[config.mk]
export PLATFORM = sky130hd
export DESIGN_NAME = imm_gen_pipe
export DESIGN_NICKNAME = d
export VERILOG_FILES = /design/src/rtl/imm_gen_pkg.sv /design/src/rtl/imm_decode.sv /design/src/rtl/imm_gen_pipe.sv
export SDC_FILE = /design/constraint.sdc
export NUM_CORES = 1
export LEC_CHECK = 0
export ABC_AREA = 1
export CORE_MARGIN = 4
export CORE_UTILIZATION = 60
export DETAILED_ROUTE_END_ITERATION = 6
export DONT_BUFFER_PORTS = 1
export PLACE_DENSITY_LB_ADDON = 0.25
export SLEW_MARGIN = 0
export SYNTH_ARGS = -nofsm -noshare
export SYNTH_HDL_FRONTEND = slang
export SYNTH_SLANG_ARGS = --single-unit
[constraint.sdc]
create_clock -name clk -period 2.8 [get_ports clk]
set_clock_uncertainty 0.1 [all_clocks]
set_input_delay 0.56 -clock clk [delete_from_list [all_inputs] [get_ports clk]]
set_output_delay 0.56 -clock clk [all_outputs]
set_load 0.01 [all_outputs]
[src/rtl/imm_gen_pkg.sv]
// Shared format encodings and RV32 opcode constants for the immediate generator.
package imm_gen_pkg;

  typedef enum logic [2:0] {
    FMT_I    = 3'd0,
    FMT_S    = 3'd1,
    FMT_B    = 3'd2,
    FMT_U    = 3'd3,
    FMT_J    = 3'd4,
    FMT_R    = 3'd5,
    FMT_NONE = 3'd7
  } fmt_e;

  localparam logic [6:0] OP_IMM    = 7'b0010011;
  localparam logic [6:0] OP_LOAD   = 7'b0000011;
  localparam logic [6:0] OP_JALR   = 7'b1100111;
  localparam logic [6:0] OP_SYSTEM = 7'b1110011;
  localparam logic [6:0] OP_STORE  = 7'b0100011;
  localparam logic [6:0] OP_BRANCH = 7'b1100011;
  localparam logic [6:0] OP_LUI    = 7'b0110111;
  localparam logic [6:0] OP_AUIPC  = 7'b0010111;
  localparam logic [6:0] OP_JAL    = 7'b1101111;
  localparam logic [6:0] OP_REG    = 7'b0110011;

endpackage

[src/rtl/imm_decode.sv]
// Combinational format resolution and sign-extended immediate extraction.
module imm_decode
  import imm_gen_pkg::*;
#(
  parameter int XLEN        = 32,
  parameter bit AUTO_DECODE = 1'b1
) (
  input  logic [31:0]     instr,
  input  logic [2:0]      sel,
  output logic [XLEN-1:0] imm,
  output logic [2:0]      fmt,
  output logic            illegal
);

  fmt_e fmt_sel;

  // R and NONE carry no immediate, so they fall through to zero.
  function automatic logic signed [31:0] raw_imm(input fmt_e f, input logic [31:0] ins);
    case (f)
      FMT_I:   return {{20{ins[31]}}, ins[31:20]};
      FMT_S:   return {{20{ins[31]}}, ins[31:25], ins[11:7]};
      FMT_B:   return {{19{ins[31]}}, ins[31], ins[7], ins[30:25], ins[11:8], 1'b0};
      FMT_U:   return {ins[31:12], 12'b0};
      FMT_J:   return {{11{ins[31]}}, ins[31], ins[19:12], ins[20], ins[30:21], 1'b0};
      default: return '0;
    endcase
  endfunction

  always_comb begin
    fmt_sel = FMT_NONE;
    if (AUTO_DECODE) begin
      case (instr[6:0])
        OP_IMM, OP_LOAD, OP_JALR, OP_SYSTEM: fmt_sel = FMT_I;
        OP_STORE:                            fmt_sel = FMT_S;
        OP_BRANCH:                           fmt_sel = FMT_B;
        OP_LUI, OP_AUIPC:                    fmt_sel = FMT_U;
        OP_JAL:                              fmt_sel = FMT_J;
        OP_REG:                              fmt_sel = FMT_R;
        default:                             fmt_sel = FMT_NONE;
      endcase
    end else begin
      case (sel)
        3'd0:    fmt_sel = FMT_I;
        3'd1:    fmt_sel = FMT_S;
        3'd2:    fmt_sel = FMT_B;
        3'd3:    fmt_sel = FMT_U;
        3'd4:    fmt_sel = FMT_J;
        default: fmt_sel = FMT_NONE;
      endcase
    end
  end

  assign fmt     = fmt_sel;
  assign illegal = (fmt_sel == FMT_NONE);
  assign imm     = XLEN'(raw_imm(fmt_sel, instr));

endmodule

[src/rtl/imm_gen_pipe.sv]
// Immediate generator: decode ahead of a main+skid two-entry output buffer.
module imm_gen_pipe
  import imm_gen_pkg::*;
#(
  parameter int XLEN        = 32,
  parameter int TAG_W       = 5,
  parameter bit AUTO_DECODE = 1'b1
) (
  input  logic             clk,
  input  logic             rst_n,
  input  logic             in_valid,
  output logic             in_ready,
  input  logic [31:0]      instr_i,
  input  logic [2:0]       imm_sel_i,
  input  logic [TAG_W-1:0] tag_i,
  output logic             out_valid,
  input  logic             out_ready,
  output logic [XLEN-1:0]  imm_o,
  output logic [2:0]       fmt_o,
  output logic             illegal_o,
  output logic [TAG_W-1:0] tag_o
);

  // Stage p0: combinational decode of the presented instruction
  logic [XLEN-1:0] imm_p0;
  logic [2:0]      fmt_p0;
  logic            ill_p0;

  imm_decode #(
    .XLEN        (XLEN),
    .AUTO_DECODE (AUTO_DECODE)
  ) u_decode (
    .instr   (instr_i),
    .sel     (imm_sel_i),
    .imm     (imm_p0),
    .fmt     (fmt_p0),
    .illegal (ill_p0)
  );

  // Stage p1: main output register plus skid entry
  logic             vld_p1;
  logic [XLEN-1:0]  imm_p1;
  logic [2:0]       fmt_p1;
  logic             ill_p1;
  logic [TAG_W-1:0] tag_p1;

  logic             skid_full;
  logic [XLEN-1:0]  skid_imm;
  logic [2:0]       skid_fmt;
  logic             skid_ill;
  logic [TAG_W-1:0] skid_tag;

  logic accept;

  assign in_ready = !skid_full;
  assign accept   = in_valid && in_ready;

  always_ff @(posedge clk or negedge rst_n) begin
    if (!rst_n) begin
      vld_p1    <= 1'b0;
      imm_p1    <= '0;
      fmt_p1    <= FMT_NONE;
      ill_p1    <= 1'b0;
      tag_p1    <= '0;
      skid_full <= 1'b0;
      skid_imm  <= '0;
      skid_fmt  <= FMT_NONE;
      skid_ill  <= 1'b0;
      skid_tag  <= '0;
    end else if (!vld_p1 || out_ready) begin
      // Main register is free this edge; the skid entry is older, so it wins.
      if (skid_full) begin
        vld_p1    <= 1'b1;
        imm_p1    <= skid_imm;
        fmt_p1    <= skid_fmt;
        ill_p1    <= skid_ill;
        tag_p1    <= skid_tag;
        skid_full <= 1'b0;
      end else if (accept) begin
        vld_p1 <= 1'b1;
        imm_p1 <= imm_p0;
        fmt_p1 <= fmt_p0;
        ill_p1 <= ill_p0;
        tag_p1 <= tag_i;
      end else begin
        vld_p1 <= 1'b0;
      end
    end else if (accept) begin
      skid_full <= 1'b1;
      skid_imm  <= imm_p0;
      skid_fmt  <= fmt_p0;
      skid_ill  <= ill_p0;
      skid_tag  <= tag_i;
    end
  end

  assign out_valid = vld_p1;
  assign imm_o     = imm_p1;
  assign fmt_o     = fmt_p1;
  assign illegal_o = ill_p1;
  assign tag_o     = tag_p1;

endmodule

==> metrics.md <==
| Metric | Value |
|---|---|
| Status | `finished, final reports clean` |
| Share of total power in the clock network | `31.1%` |
| FMAX | `439 MHz` |
| DR vias | `a little over 4k` |
| Hold WC Path Type | `input port to async pin` |
| Avg Cell Area, Syn | `7.13 sq um` |
| Logic pwr share | `approximately 15%` |
| Clock transition at path regs | `0.09 ns` |
| Reg power frac | `53.9%` |
| Met3 global-route usage | `around 5.3%` |
| Flops & latches, synth | `84` |
| Cts repair resizes | `0` |
| Met2 GRT Util | `about two fifths` |
| RePlAce Congestion | `0.796` |
| CTS Root Cell | `clkbuf_8` |
| CP delay by family, top | `buffers and inverters` |
| Fill cells | `618` |
| RSZ-0062 raised after global routing | `false` |
| Yosys Warn Count | `0` |
| Gr ovfl total | `0` |
| Initial core utilization | `62.4%` |
| Syn Inst Count | `roughly 640` |
| Final Hold Fails | `0` |
| Setup violators final | `0` |
| Port buffer count | `0` |
| Kind of critical path | `register to output port` |
| Total Die Area | `0.00908 sq mm` |
| Post-Layout Cell Count | `~720` |
| Post-CTS Setup Bufs | `0` |
| Net Switching | `0.000889 W` |
| DRC | `0` |
| Remaining antenna violation count | `0` |
| Hold_buf cts | `1` |
| PwrDens | `599 mW/mm^2` |
| CTS H-Tree Depth | `3` |
| Fin crit share | `between 80% and 90%` |
| Worst-Skew Late Latency | `0.35 ns` |
| P_int | `0.00200 W` |
| Vias/cell | `~5.6` |
| Worst-path maximum fanout | `56` |
| # diodes | `0` |
| DR pass1 iterations | `5` |
| Synth Cell Area | `0.00457 sq mm` |
| Largest area contributor in the netlist | `dfrtp_1` |
| Max-Slew Margin vs Limit | `46.6%` |
| CTS Sinks | `between 80 and 90` |
| Placeable core area | `roughly 0.0073 sq mm` |
| CP Cell Sequence | `buf_4 > clkinv_1 > buf_4` |
| Syn Nets | `~700` |
| Area fraction of the dominant cell type after synthesis | `42.7%` |
| Yosys cell types | `23` |
| Largest net degree at the start of global routing | `between 80 and 90` |
| Crit-path most repeated cell | `buf_4` |
| Maximum VDD drop | `0.414 mV` |
| Worst Tran Pin Value | `0.798 ns` |
| WP data required | `approximately 2.1 ns` |
| Sequential share of the synthesized area | `46.1%` |
| Slowest CP cell | `buf_4` |
| Leakage | `around 2.6 nW` |
| # rows | `31` |
| Initial antenna violation count | `0` |
| Setup crit start kind | `register` |
| I/O pins | `87` |
| Layout cell share with drive strength beyond 1 | `just over 7%` |
| First-pass GRT wire length | `between 15000 and 20000 um` |
| Placed Cells | `about 700` |
| Top cells by area, synth | `dfrtp_1, nand2_1, nand3_1, nor2_1, dfstp_2` |
| CTS max path bufs | `2` |
| Max cap viols | `0` |
| Met1 Usage GRT | `33.2%` |
| Minimum clock period | `2.28 ns` |
| Die width | `95.3 um` |
| Crit. End Element | `output port` |
| Routed WL | `approximately 11000 um` |
| Nets | `664` |
| DP HPWL | `6940 um` |
| Synthesis-to-finish area growth | `5.34%` |
| Most Crowded Layer GR | `met2` |
| Tot GR Track Use | `25.0%` |
| WL/cell | `14.7 um` |
| CTS tree | `yes` |
| Sw Share | `30.8%` |
| Largest stage delay, worst path | `0.51 ns` |
| WP data arrival | `approximately 1.6 ns` |
| Iter 0 DRT Violations | `about 300` |
| Final slew viol count | `0` |
| Die Y | `95.3 um` |
| Vias in the first global route | `3873` |
| CP Buf/Inv Count | `3` |
| Setup TNS | `0 ns` |
| CTS buffer count | `9` |
## power by group through the flow
stage | registers (W) | clock network, W | logic [W]
floorplan | 0.00155 | 0 | 0.000333
global placement | 0.00157 | 0 | 0.000387
detailed placement | 0.00158 | 0 | 0.000404
CTS | 0.00156 | 0.000910 | 0.000435
global route | 0.00158 | 0.000967 | 0.000502
finish | 0.00156 | 0.000898 | 0.000431
## cell usage in the layout (no fill, tap or decap), drive strengths merged
cell	instances
clkbuf	10
dfrtp	78
nand2	221
inv	44
clkinv	3
o21bai	1
a21oi	23
a31oi	18
bufinv	1
o21ai	24
dfstp	6
clkinvlp	2
buf	9
nand4	9
nand3	85
nor2	91
## path summary, 6_finish.rpt
path | startpoint | slack (ns) | end | depth (start not counted)
max in group asynchronous | rst_n | 2.24 | fmt_o[2] | 1
worst min register to register | skid_fmt[2] | 0.38 | skid_fmt[2] | 2
min in group clk | tag_i[3] | 0.22 | skid_tag[3] | 2
worst max register to register | skid_full | 0.85 | skid_fmt[0] | 8
worst max-delay path | skid_full | 0.52 | in_ready | 3
worst min-delay path | rst_n | 0.005 | skid_imm[3] | 1
## sequential cells by signal (all words and copies together), names as in the netlist
signal and count:
imm_o 32, skid_imm 32, skid_tag 5, tag_o 5, fmt_o 3, skid_fmt 3, illegal_o 1, out_valid 1
skid_full 1, skid_ill 1
## stage by stage
stage                     hold WS, ns  instance area, sq um  power [W]  setup WS (ns)  utilization, %
after global routing           0.0302                  4820    0.00305          0.432            65.7
after CTS                      0.0187                  4820    0.00290          0.523            65.7
after global placement          0.167                  4580    0.00196          0.498            62.5
final                         0.00480                  4820    0.00288          0.522            65.7
after floorplan                 0.164                  4570    0.00188           1.10               -
after detailed placement        0.166                  4580    0.00199          0.467            62.5
## cell usage after synthesis (all sizes together)
library cell  instances
nand2               221
o21bai                1
dfstp                 6
clkbuf               20
nand4                 9
inv                  44
nor2                 91
buf                  21
nand3                85
a21oi                23
o21ai                24
dfrtp                78
a31oi                18
## layer usage
| layer | up-vias | wire length (um) |
|---|---|---|
| met5 | - | 0 |
| met4 | 0 | 211 |
| met3 | 18 | 766 |
| met2 | 133 | 5070 |
| met1 | 1903 | 4560 |
| li1 | 2002 | - |
## kinds of logic after synthesis
kind of cell,after synthesis,share of synthesized area [%]
buf+inv,85,8.02
flops,84,46.1
compound gates,66,7.77
simple gates,406,38.1
## final cells by class
cell class / count / area (sq um) / area share, %
clock buffer: 10 / 138 / 2.86
sequential: 84 / 2110 / 43.8
timing repair buffer: 9 / 113 / 2.34
multi-input combinational: 472 / 2100 / 43.5
tap: 99 / 124 / 2.57
inverter: 44 / 165 / 3.43
clock inverter: 6 / 71.3 / 1.48
(Power assumes the default switching activity.)
